## src/rtl/pelican_ctrl.sv

```systemverilog
// Pedestrian-crossing (pelican) light controller: timed car/pedestrian phases with a latched request.
// Optional build macro PELICAN_FLASH_AMBER_EN selects flashing amber / flashing pedestrian green.
module pelican_ctrl #(
    parameter int T_GREEN_MIN = 8,
    parameter int T_YELLOW    = 3,
    parameter int T_CLEAR     = 2,
    parameter int T_WALK      = 6,
    parameter int CNT_W       = 8
) (
    input  logic       clk,
    input  logic       rst_n,
    input  logic       button,
    output logic       green_c,
    output logic       yellow_c,
    output logic       red_c,
    output logic       green_p,
    output logic       yellow_p,
    output logic       red_p,
    output logic       wait_p,
    output logic [2:0] state_o
);

    typedef enum logic [2:0] {
        S_CG  = 3'd0,
        S_CY  = 3'd1,
        S_PY1 = 3'd2,
        S_PG  = 3'd3,
        S_PY2 = 3'd4,
        S_CY2 = 3'd5
    } state_t;

    localparam logic [CNT_W-1:0] LD_GREEN  = CNT_W'(T_GREEN_MIN - 1);
    localparam logic [CNT_W-1:0] LD_YELLOW = CNT_W'(T_YELLOW - 1);
    localparam logic [CNT_W-1:0] LD_CLEAR  = CNT_W'(T_CLEAR - 1);
    localparam logic [CNT_W-1:0] LD_WALK   = CNT_W'(T_WALK - 1);
    localparam logic [CNT_W-1:0] CNT_ONE   = CNT_W'(1);

    state_t           state_q, state_d;
    logic [CNT_W-1:0] cnt_q, cnt_d;
    logic             req_q, req_d;
    logic             cnt_zero;

    assign cnt_zero = (cnt_q == '0);

    always_ff @(posedge clk or negedge rst_n) begin
        if (!rst_n) begin
            state_q <= S_CG;
            cnt_q   <= LD_GREEN;
            req_q   <= 1'b0;
        end else begin
            state_q <= state_d;
            cnt_q   <= cnt_d;
            req_q   <= req_d;
        end
    end

    // Counter saturates at zero; each phase exit reloads it for the phase being entered.
    always_comb begin
        state_d = state_q;
        cnt_d   = cnt_zero ? '0 : (cnt_q - CNT_ONE);
        case (state_q)
            S_CG: begin
                if (cnt_zero && req_q) begin
                    state_d = S_CY;
                    cnt_d   = LD_YELLOW;
                end
            end
            S_CY: begin
                if (cnt_zero) begin
                    state_d = S_PY1;
                    cnt_d   = LD_CLEAR;
                end
            end
            S_PY1: begin
                if (cnt_zero) begin
                    state_d = S_PG;
                    cnt_d   = LD_WALK;
                end
            end
            S_PG: begin
                if (cnt_zero) begin
                    state_d = S_PY2;
                    cnt_d   = LD_CLEAR;
                end
            end
            S_PY2: begin
                if (cnt_zero) begin
                    state_d = S_CY2;
                    cnt_d   = LD_YELLOW;
                end
            end
            S_CY2: begin
                if (cnt_zero) begin
                    state_d = S_CG;
                    cnt_d   = LD_GREEN;
                end
            end
            default: begin
                state_d = S_CG;
                cnt_d   = LD_GREEN;
            end
        endcase
    end

    // Presses during the walk phase belong to the request being served; clear beats set.
    always_comb begin
        req_d = req_q;
        if (button && (state_q != S_PG)) begin
            req_d = 1'b1;
        end
        if ((state_q == S_PY1) && cnt_zero) begin
            req_d = 1'b0;
        end
    end

    always_comb begin
        green_c  = 1'b0;
        yellow_c = 1'b0;
        red_c    = 1'b0;
        green_p  = 1'b0;
        yellow_p = 1'b0;
        red_p    = 1'b0;
        case (state_q)
            S_CG: begin
                green_c = 1'b1;
                red_p   = 1'b1;
            end
            S_CY: begin
                yellow_c = 1'b1;
                red_p    = 1'b1;
            end
            S_PY1: begin
                red_c    = 1'b1;
                yellow_p = 1'b1;
            end
            S_PG: begin
                red_c   = 1'b1;
                green_p = 1'b1;
            end
            S_PY2: begin
                red_c = 1'b1;
`ifdef PELICAN_FLASH_AMBER_EN
                green_p = cnt_q[0];
`else
                yellow_p = 1'b1;
`endif
            end
            S_CY2: begin
`ifdef PELICAN_FLASH_AMBER_EN
                yellow_c = cnt_q[0];
`else
                yellow_c = 1'b1;
`endif
                red_p = 1'b1;
            end
            default: begin
                green_c = 1'b1;
                red_p   = 1'b1;
            end
        endcase
    end

    assign wait_p  = req_q;
    assign state_o = state_q;

endmodule

```

## config.mk

```make
export PLATFORM = sky130hd
export DESIGN_NAME = pelican_ctrl
export DESIGN_NICKNAME = d
export VERILOG_FILES = /design/src/rtl/pelican_ctrl.sv
export SDC_FILE = /design/constraint.sdc
export NUM_CORES = 1
export LEC_CHECK = 0
export CORE_UTILIZATION = 53
export CTS_BUF_LIST = sky130_fd_sc_hd__clkbuf_4
export DETAILED_ROUTE_END_ITERATION = 10
export HOLD_SLACK_MARGIN = 0.15
export PLACE_DENSITY = 0.77
export SYNTH_ARGS = -nofsm -noshare
export SYNTH_HDL_FRONTEND = slang
export SYNTH_SLANG_ARGS = --single-unit
```

## constraint.sdc

```tcl
create_clock -name clk -period 2.4 [get_ports clk]
set_clock_uncertainty 0.1 [all_clocks]
set_input_delay 0.48 -clock clk [delete_from_list [all_inputs] [get_ports clk]]
set_output_delay 0.48 -clock clk [all_outputs]
set_load 0.03 [all_outputs]
```

==> summary.md <==
| Metric | Value |
|---|---|
| Seq cells post-synth | `12` |
| Element type at the critical path start | `flip-flop` |
| Synthesized area per cell | `9.21 µm²` |
| Number of hold buffers added after cts | `0` |
| Antenna-violating nets left | `0` |
| Vias/cell | `5.91` |
| Pins over their slew limit | `0` |
| Relative area change from synthesis to final layout | `24.1%` |
| Number of distinct library cell variants in the gate-level netlist after synthesis | `36` |
| Share of post-route cells with drive strength above 1 | `14.7%` |
| IO Port Bufs | `12` |
| Final design instance area without fill | `915 µm²` |
| Number of global-route vias before repair | `565` |
| Number of top-level pins | `13` |
| Type of element capturing the critical path | `output pin` |
| Data arrival at the endpoint of the critical path | `1.77 ns` |
| Slew headroom | `62.0%` |
| Post-synth EDFFs | `0` |
| Routability cong. | `0.762` |
| HP Class | `reg -> reg` |
| Number of standard cells in the final layout excluding fillers | `110` |
| Ranking of synthesized cells by area | `sky130_fd_sc_hd__dfrtp_1 (31%), sky130_fd_sc_hd__dfstp_2 (11%), sky130_fd_sc_hd__xnor2_1 (4.8%)` |
| Top FF cell, synth | `sky130_fd_sc_hd__dfrtp_1` |
| Largest net degree at the start of global routing | `13` |
| Required time at the worst-slack endpoint | `1.82 ns` |
| Worst-case clock buffer depth | `2` |
| CTS tree | `yes` |
| Floorplan die width | `39.3 µm` |
| CP Max Fanout | `5` |
| DR WL/cell | `14.7 µm` |
| Clock Root Buffer | `sky130_fd_sc_hd__clkbuf_4` |
| Number of cells on the worst hold path | `1` |
| Setup slack after layout | `0.0519 ns` |
| Depth of the most critical reg-to-reg path | `5` |
| Rows | `13` |
| Share of synthesized registers carrying an async set or reset | `100%` |
| Time the worst path needs with I/O delays and setup | `2.35 ns` |
| Net Count, Synth | `85` |
| Overflow after GRT | `0` |
| Final net count | `101` |
| Post-CTS Setup Repair Bufs | `0` |
| Overall global routing resource usage | `24.2%` |
| Clock Latency Late Sink | `0.28 ns` |
| Maximum ir drop on the vdd rail | `1.06 mV` |
| CTS H-Tree Depth | `1` |
| Proportion of synthesized chip area in sequential cells | `41.3%` |
| Core box area | `1300 µm²` |
| Antenna violations before repair | `0` |
| Power per cell area | `1500 nW/µm²` |
| Fin crit share | `97.8%` |
| Number of synthesis warnings | `0` |
| Detailed-placement wirelength estimate | `1.18 mm` |
| Number of violations reported at the end of detailed-routing iteration 0 | `6` |
| TritonRoute pass-1 iters | `7` |
| Tightest Pin Transition | `0.568 ns` |
| Timing-limited maximum frequency | `426 MHz` |
| Number of clock sinks | `12` |
| Detailed-route DRC error count | `1` |
| Clock-pin slew on the worst setup and hold paths | `0.08 ns` |
| Fill cell instance count of the final layout | `115` |
| Mapped cell area | `737 µm²` |
| Final setup violation count | `0` |
| Final routed wirelength across all metal layers | `1.62 mm` |
| Category of the most critical setup path | `reg -> out` |
| Outcome | `finished, violations left` |
| Violated checks | `design-rule violations` |
| Inserted Clock Buffers | `3` |
| Setup repair after global routing missed its margin | `no` |
| Post-place instance area | `882 µm²` |
| Area share of the leading cell type in the synthesized netlist | `30.6%` |
| Area of the die | `1540 µm²` |
| Wire length of the first global-routing pass | `2.47 mm` |
| Count of mapped cells out of synthesis | `80` |
| Max-capacitance violation count | `0` |
| Hold Fails Final Rpt | `0` |
| Y dimension of the die | `39.3 µm` |
| Setup TNS Final | `0 ns` |
| Antenna diode count | `0` |
| Leakage power figure | `0.416 nW` |
| Place WS | `0.287 ns` |
| Initial cell density of the core | `56.6%` |
| Cell accounting for the most synthesized area | `sky130_fd_sc_hd__dfrtp_1` |
| Routed vias | `650` |
| Dpl cells | `106` |
==> metrics by stage <==
step	total power [mW]	hold WS [ns]	util, %
floorplan	0.986	0.0844	-
global placement	1.23	0.431	67.8
detailed placement	1.25	0.435	67.8
CTS	1.38	0.454	69.7
global route	1.46	0.471	70.3
finish	1.37	0.439	70.3
==> state kept, by name, indices dropped and copies added, names as in the netlist <==
register	cells
cnt_q	8
state_o	3
wait_p	1
==> critical path: stages (launching register included) <==
cell and delay [ns]:
sky130_fd_sc_hd__dfrtp_1 0.44, sky130_fd_sc_hd__nor2b_1 0.23, sky130_fd_sc_hd__and2_1 0.16, sky130_fd_sc_hd__clkdlybuf4s50_1 0.66
==> layout by cell type (no fill, tap or decap), drive strengths merged, types with 3 or more instances in the layout <==
cell type	count
a21oi	6
buf	5
clkbuf	3
clkdlybuf4s50	8
dfrtp	9
dfstp	3
dlymetal6s2s	3
inv	6
nor2	6
nor3	6
or4	3
xnor2	4
==> logic make-up after synthesis <==
kind of cell,share of synthesized area [%]
fa+ha+maj,3.40
buf+inv,7.30
flops,41.3
mux,1.36
xor+xnor,4.75
simple gates,20.7
compound gates,21.2
==> what timing repair did <==
item | in CTS | in global routing
gates cloned | 0 | 0
resized for setup | 1 | 3
endpoints found under the setup margin | 1 | 3
hold endpoints to repair | 0 | 0
==> Yosys cell counts (all sizes together) (3+ instances only) <==
cell type / number
dfrtp: 9
inv: 6
or4: 3
nor3: 6
clkbuf: 3
buf: 3
a21oi: 6
nor2: 6
xnor2: 4
dfstp: 3
==> worst paths after layout <==
path	from	slack, ns	endpoint
setup / recovery	state_o[2]$_DFFE_PN0P_	0.05	green_p
min in group asynchronous	rst_n	0.46	cnt_q[5]$_DFF_PN0_
max in group asynchronous	rst_n	1.36	cnt_q[0]$_DFF_PN1_
setup reg to reg	cnt_q[0]$_DFF_PN1_	0.48	state_o[1]$_DFFE_PN0P_
hold reg to reg	state_o[2]$_DFFE_PN0P_	0.44	state_o[1]$_DFFE_PN0P_
hold / removal	state_o[2]$_DFFE_PN0P_	0.44	state_o[1]$_DFFE_PN0P_
==> power breakdown <==
part | leakage [nW] | internal [mW] | total [mW] | switching [mW]
sequential | 0.140 | 0.312 | 0.420 | 0.108
clock | 0.0154 | 0.0603 | 0.131 | 0.0712
combinational | 0.261 | 0.363 | 0.822 | 0.459
total | 0.416 | 0.735 | 1.37 | 0.638
==> per-layer routing <==
layer | global-route usage (%) | vias to the layer above | routed length, µm
li1 | - | 323 | -
met1 | 30.2 | 306 | 776
met2 | 41.3 | 18 | 772
met3 | 3.41 | 3 | 56
met4 | 10.3 | 0 | 12
met5 | 0 | - | 0
==> cell type report <==
type	count	area [µm²]	area share (%)
clock buffers	3	22.5	2.46
clock inverters	1	3.75	0.410
inverters	6	22.5	2.46
multi-input cells	56	379	41.5
flip-flops and latches	12	304	33.2
well taps	15	18.8	2.05
repair buffers	17	164	17.9
Note: power is estimated with default switching activity, not from simulation.
